<file path="src/rtl/dct_pkg.sv">
// Shared definitions for the 4-point DCT/IDCT datapaths: kernel constants,
// default widths, the serial FSM state type and the round-and-shift helper.
package dct_pkg;

  localparam int C64 = 64;
  localparam int C83 = 83;
  localparam int C36 = 36;

  localparam int unsigned DefDinW  = 16;
  localparam int unsigned DefDoutW = 25;

  typedef enum logic [1:0] {
    StLoad,
    StCalc,
    StSend
  } fdct_state_e;

  // Round half up, then arithmetic shift (floor toward -inf). Callers size the result.
  function automatic logic signed [63:0] round_shift(input logic signed [63:0] y,
                                                     input int unsigned      shift);
    logic signed [63:0] add;
    add = '0;
    if (shift > 0) add = 64'sd1 <<< (shift - 1);
    return (y + add) >>> shift;
  endfunction

endpackage

</file>
<file path="src/rtl/fdct4_butterfly.sv">
// Even/odd butterfly for the 4-point forward DCT; one bit of growth on each output.
module fdct4_butterfly #(
  parameter int unsigned DIN_W = 16
) (
  input  logic signed [DIN_W-1:0] x0_i,
  input  logic signed [DIN_W-1:0] x1_i,
  input  logic signed [DIN_W-1:0] x2_i,
  input  logic signed [DIN_W-1:0] x3_i,
  output logic signed [DIN_W:0]   e0_o,
  output logic signed [DIN_W:0]   e1_o,
  output logic signed [DIN_W:0]   o0_o,
  output logic signed [DIN_W:0]   o1_o
);

  assign e0_o = (DIN_W + 1)'(x0_i) + (DIN_W + 1)'(x3_i);
  assign e1_o = (DIN_W + 1)'(x1_i) + (DIN_W + 1)'(x2_i);
  assign o0_o = (DIN_W + 1)'(x0_i) - (DIN_W + 1)'(x3_i);
  assign o1_o = (DIN_W + 1)'(x1_i) - (DIN_W + 1)'(x2_i);

endmodule

</file>
<file path="src/rtl/fdct4_serial.sv">
// Serial-in/serial-out 4-point forward integer DCT (64/83/36 kernel) with
// valid/ready on both sides: LOAD four samples, CALC one cycle, SEND four coefficients.
module fdct4_serial
  import dct_pkg::*;
#(
  parameter int unsigned DIN_W  = DefDinW,
  parameter int unsigned DOUT_W = DefDoutW,
  parameter int unsigned SHIFT  = 7
) (
  input  logic                     clk,
  input  logic                     reset,
  input  logic                     in_valid,
  output logic                     in_ready,
  input  logic signed [DIN_W-1:0]  in_data,
  output logic                     out_valid,
  input  logic                     out_ready,
  output logic signed [DOUT_W-1:0] out_data,
  output logic [1:0]               out_idx,
  output logic                     out_last
);

  localparam int unsigned IW = DIN_W + 11;

  localparam logic signed [IW-1:0] K64 = IW'(C64);
  localparam logic signed [IW-1:0] K83 = IW'(C83);
  localparam logic signed [IW-1:0] K36 = IW'(C36);

  fdct_state_e state_q, state_d;
  logic [1:0]  cnt_q, cnt_d;
  logic [1:0]  idx_q, idx_d;

  logic signed [DIN_W-1:0]  x_q   [4];
  logic signed [DIN_W-1:0]  x_d   [4];
  logic signed [DOUT_W-1:0] res_q [4];
  logic signed [DOUT_W-1:0] res_d [4];

  logic signed [DIN_W:0] e0, e1, o0, o1;
  logic signed [IW-1:0]  y_w [4];

  fdct4_butterfly #(
    .DIN_W(DIN_W)
  ) u_butterfly (
    .x0_i(x_q[0]),
    .x1_i(x_q[1]),
    .x2_i(x_q[2]),
    .x3_i(x_q[3]),
    .e0_o(e0),
    .e1_o(e1),
    .o0_o(o0),
    .o1_o(o1)
  );

  assign y_w[0] = K64 * (IW'(e0) + IW'(e1));
  assign y_w[1] = K83 * IW'(o0) + K36 * IW'(o1);
  assign y_w[2] = K64 * (IW'(e0) - IW'(e1));
  assign y_w[3] = K36 * IW'(o0) - K83 * IW'(o1);

  always_comb begin
    state_d   = state_q;
    cnt_d     = cnt_q;
    idx_d     = idx_q;
    x_d       = x_q;
    res_d     = res_q;
    in_ready  = 1'b0;
    out_valid = 1'b0;

    unique case (state_q)
      StLoad: begin
        in_ready = 1'b1;
        if (in_valid) begin
          x_d[cnt_q] = in_data;
          cnt_d      = cnt_q + 2'd1;
          if (cnt_q == 2'd3) state_d = StCalc;
        end
      end
      StCalc: begin
        // Results are truncated to DOUT_W; the kernel gain keeps them in range.
        for (int k = 0; k < 4; k++) begin
          res_d[k] = DOUT_W'(round_shift(64'(y_w[k]), SHIFT));
        end
        idx_d   = 2'd0;
        state_d = StSend;
      end
      StSend: begin
        out_valid = 1'b1;
        if (out_ready) begin
          idx_d = idx_q + 2'd1;
          if (idx_q == 2'd3) state_d = StLoad;
        end
      end
      default: state_d = StLoad;
    endcase
  end

  assign out_data = (state_q == StSend) ? res_q[idx_q] : '0;
  assign out_idx  = idx_q;
  assign out_last = (state_q == StSend) && (idx_q == 2'd3);

  always_ff @(posedge clk or negedge reset) begin
    if (!reset) begin
      state_q <= StLoad;
      cnt_q   <= 2'd0;
      idx_q   <= 2'd0;
      for (int k = 0; k < 4; k++) begin
        x_q[k]   <= '0;
        res_q[k] <= '0;
      end
    end else begin
      state_q <= state_d;
      cnt_q   <= cnt_d;
      idx_q   <= idx_d;
      x_q     <= x_d;
      res_q   <= res_d;
    end
  end

endmodule

</file>
<file path="config.mk">
export PLATFORM = sky130hd
export DESIGN_NAME = fdct4_serial
export DESIGN_NICKNAME = d
export VERILOG_FILES = /design/src/rtl/dct_pkg.sv /design/src/rtl/fdct4_butterfly.sv /design/src/rtl/fdct4_serial.sv
export SDC_FILE = /design/constraint.sdc
export NUM_CORES = 1
export LEC_CHECK = 0
export CORE_UTILIZATION = 65
export DETAILED_ROUTE_END_ITERATION = 8
export GPL_ROUTABILITY_DRIVEN = 0
export PLACE_DENSITY = 0.83
export SYNTH_ARGS = -nofsm -noshare
export SYNTH_HDL_FRONTEND = slang
export SYNTH_HIERARCHICAL = 1
export SYNTH_SLANG_ARGS = --single-unit
export TNS_END_PERCENT = 20
</file>
<file path="constraint.sdc">
create_clock -name clk -period 8.55 [get_ports clk]
set_input_delay 1.71 -clock clk [delete_from_list [all_inputs] [get_ports clk]]
set_output_delay 1.71 -clock clk [all_outputs]
set_load 0.03 [all_outputs]
</file>
==> results.py <==
metrics = {
    "timing": {
        "timing.final.crit_period_ns": 8.28,
        "fin_crit_sh_pct": 96.8,
        "slew_viol_final": 0,
        "max_slew.worst_pin.slew_ns": 1.06,
        "fin_skew_ns": 0.0108,
        "max_slew_margin_pct": 28.8,
        "hold_viol_final": 0,
        "final-setup-viol-count": 0,
        "fmax_mhz": 121,
    },
    "die": {
        "chipWidth_um": 181,
        "rows": 65,
        "coreArea_sq_mm": 0.0316,
        "fp.dieH_um": 181,
        "initial_core_util_pct": 66.2,
        "io_pins": 50,
        "die-area_sq_mm": 0.0328,
    },
    "yosys": {
        "syn_area_sq_mm": 0.0209,
        "synth_top_family_by_area": "adder cells",
        "muxShareOfSynthArea_pct": 6.64,
        "ys_ff_latch": 170,
        "async_flop_share_pct": 100,
        "syn_area_per_cell_sq_um": 9.13,
        "synthAdderAreaFrac_pct": 30.8,
        "synth-main-ff-cell": "dfrtp_1",
        "synthDistinctLibCells": 93,
        "synth_edf_count": 0,
        "synth-simple-area-share_pct": 13.0,
        "netlist_instances": 2287,
        "yosysSeqAreaShare_pct": 20.4,
        "syn_nets": 2755,
        "synth_xor_area_share_pct": 6.67,
        "yosys_warnings": 6,
        "synth_compound_area_share_pct": 15.7,
    },
    "clock_tree": {
        "cts-resized-gates": 0,
        "cts_buffers": 17,
        "cts_tree": "yes",
        "cts-root-buf": "clkbuf_16",
        "clock_sinks": 170,
        "cts_max_level": 4,
        "cts_setup_buffers": 0,
        "clock_path_buffers": 2,
        "worst_skew_pair.late_latency_ns": 0.44,
        "hold_buffers": 0,
        "cts.clk_slew.worst_paths_ns": 0.07,
    },
    "route": {
        "detail_route.vias_per_cell": 6.30,
        "wl_per_cell_um": 19.8,
        "via_count": 17200,
        "routed_wl_um": 53900,
        "dr.pass1.iters": 5,
        "drt_iter0_drc": 1420,
        "ant_nets": 0,
        "post-route-drc-count": 0,
    },
    "global_route": {
        "grt_max_degree": 100,
        "grtUsageMet3_pct": 4.60,
        "use_met1_pct": 41.9,
        "grt_pass1_wl_um": 86400,
        "grt_pass1_vias": 16800,
        "grt_overflow": 0,
        "grt_util_all_layers_pct": 33.5,
        "antenna_found_initial": 0,
        "use_met2_pct": 55.4,
        "grt_busiest_layer": "met2",
    },
    "cells_and_area": {
        "fillers": 2331,
        "antenna_cells": 0,
        "area_growth_pct": 7.44,
        "stdcell_area_sq_mm": 0.0224,
        "fin_nets": 2777,
        "final-seq-area_sq_mm": 0.00426,
        "multi_input_area_sq_mm": 0.0153,
        "layout-drive-gt1-share_pct": 8.79,
    },
    "status": {
        "status": "complete, no violations",
    },
    "setup_path": {
        "crit_arrival_ns": 8.61,
        "start_kind": "register",
        "crit_fanout": 6,
        "end_kind": "register",
        "critPathSlowestCell": "xnor2_1",
        "cp_common_cell": "ha_1",
        "max_stage_delay_ns": 0.84,
        "worstSetupPathType": "register to register",
        "required_ns": 8.89,
    },
    "placed_design": {
        "io_buffers": 49,
        "dp_hpwl_um": 43400,
        "postPlaceCellArea_sq_mm": 0.0218,
    },
    "hold_path": {
        "holdCritPathClass": "register to register",
    },
    "flow_run": {
        "max_cap_violations": 0,
    },
}
Yosys cell counts, drive strengths merged (21+ instances only):
| cell type | count | area share, % |
|---|---|---|
| dfrtp | 170 | 20 |
| nand3 | 47 | 1.1 |
| mux4 | 25 | 2.7 |
| nor2b | 21 | 0.63 |
| a21o | 34 | 1.2 |
| fa | 111 | 11 |
| xor2 | 33 | 1.4 |
| buf | 28 | 0.73 |
| o21a | 29 | 1.0 |
| xnor2 | 126 | 5.3 |
| o21ai | 125 | 3.0 |
| nor2 | 131 | 2.4 |
| mux2 | 66 | 3.6 |
| a21oi | 123 | 3.0 |
| and2 | 38 | 1.1 |
| clkbuf | 55 | 0.99 |
| o31ai | 26 | 1.0 |
| inv | 280 | 5.0 |
| nor3 | 36 | 0.86 |
| nand2 | 171 | 3.1 |
| ha | 337 | 20 |
stage by stage:
step	cells	hold WS (ns)	setup TNS [ns]	util, %	worst slack, ns
2_1_floorplan	2287	0.434	0	-	0.757
3_3_place_gp	2692	0.454	0	69.1	0.405
3_5_place_dp	2692	0.463	0	69.1	0.173
4_1_cts	2723	0.479	0	70.9	0.0418
5_1_grt	2723	0.496	-0.00854	71.1	-0.00752
6_report	2723	0.479	0	71.1	0.275
flip-flops by register name, indices dropped and copies added, names as in the netlist:
signal / flops
state_q: 2
x_q: 64
res_q: 100
cnt_q: 2
out_idx: 2
worst max-delay path: cells and delay by family (launching register included):
kind            cells  cell delay [ns]
fa+ha+maj           8             2.88
compound gates     12             2.64
simple gates        8             1.06
xor+xnor            1             0.84
flops               1             0.46
buf+inv             2             0.26
kinds of logic (layout without fill, tap and decap cells):
| family | after synthesis | count (layout) |
|---|---|---|
| mux | 99 | 99 |
| fa+ha+maj | 448 | 448 |
| flops | 170 | 170 |
| simple gates | 558 | 558 |
| compound gates | 490 | 490 |
| xor+xnor | 159 | 159 |
| buf+inv | 363 | 397 |
worst paths after layout:
path,startpoint,to,slack (ns),cells past startpoint
hold reg to reg,res_q[94]$_DFFE_PN0P_,res_q[94]$_DFFE_PN0P_,0.48,2
max in group asynchronous,reset,x_q[39]$_DFFE_PN0P_,6.04,2
hold / removal,res_q[94]$_DFFE_PN0P_,res_q[94]$_DFFE_PN0P_,0.48,2
setup reg to reg,x_q[17]$_DFFE_PN0P_,res_q[70]$_DFFE_PN0P_,0.27,31
setup / recovery,x_q[17]$_DFFE_PN0P_,res_q[70]$_DFFE_PN0P_,0.27,31
min in group asynchronous,reset,res_q[88]$_DFFE_PN0P_,1.26,1
area by class of cell:
cell class                      count  share of cell area, %
Sequential cell                   170                   19.0
Inverter                          280                   4.70
Tap cell                          402                   2.24
Clock inverter                     11                  0.619
Multi-Input combinational cell   1754                   68.1
Timing Repair Buffer               86                   3.43
Clock buffer                       20                   1.99
routing by layer:
layer,up-vias,routed length [um]
met5,-,0
met2,742,25200
met3,196,3440
li1,7962,-
met4,0,3530
met1,8267,21700
cell usage in the layout (no fill, tap or decap), drive strengths merged, types with 9 or more instances in the layout:
| master | instances |
|---|---|
| or3 | 9 |
| and3 | 18 |
| nor3 | 36 |
| nor3b | 11 |
| nand2 | 171 |
| a21oi | 123 |
| mux4 | 25 |
| a31oi | 15 |
| xor2 | 33 |
| a21o | 34 |
| xnor2 | 126 |
| o31a | 10 |
| inv | 283 |
| and2 | 38 |
| fa | 111 |
| nand3 | 47 |
| o21bai | 18 |
| nor2b | 21 |
| o211ai | 9 |
| nand2b | 19 |
| dfrtp | 170 |
| clkdlybuf4s50 | 48 |
| or2 | 13 |
| nand4 | 12 |
| o21a | 29 |
| o31ai | 26 |
| ha | 337 |
| a211o | 9 |
| clkbuf | 20 |
| mux2 | 66 |
| nor4 | 9 |
| buf | 38 |
| nor2 | 131 |
| o21ai | 125 |
Power is not shown: default switching activity piles up to over one toggle a cycle in this logic, so the estimate is an artifact.
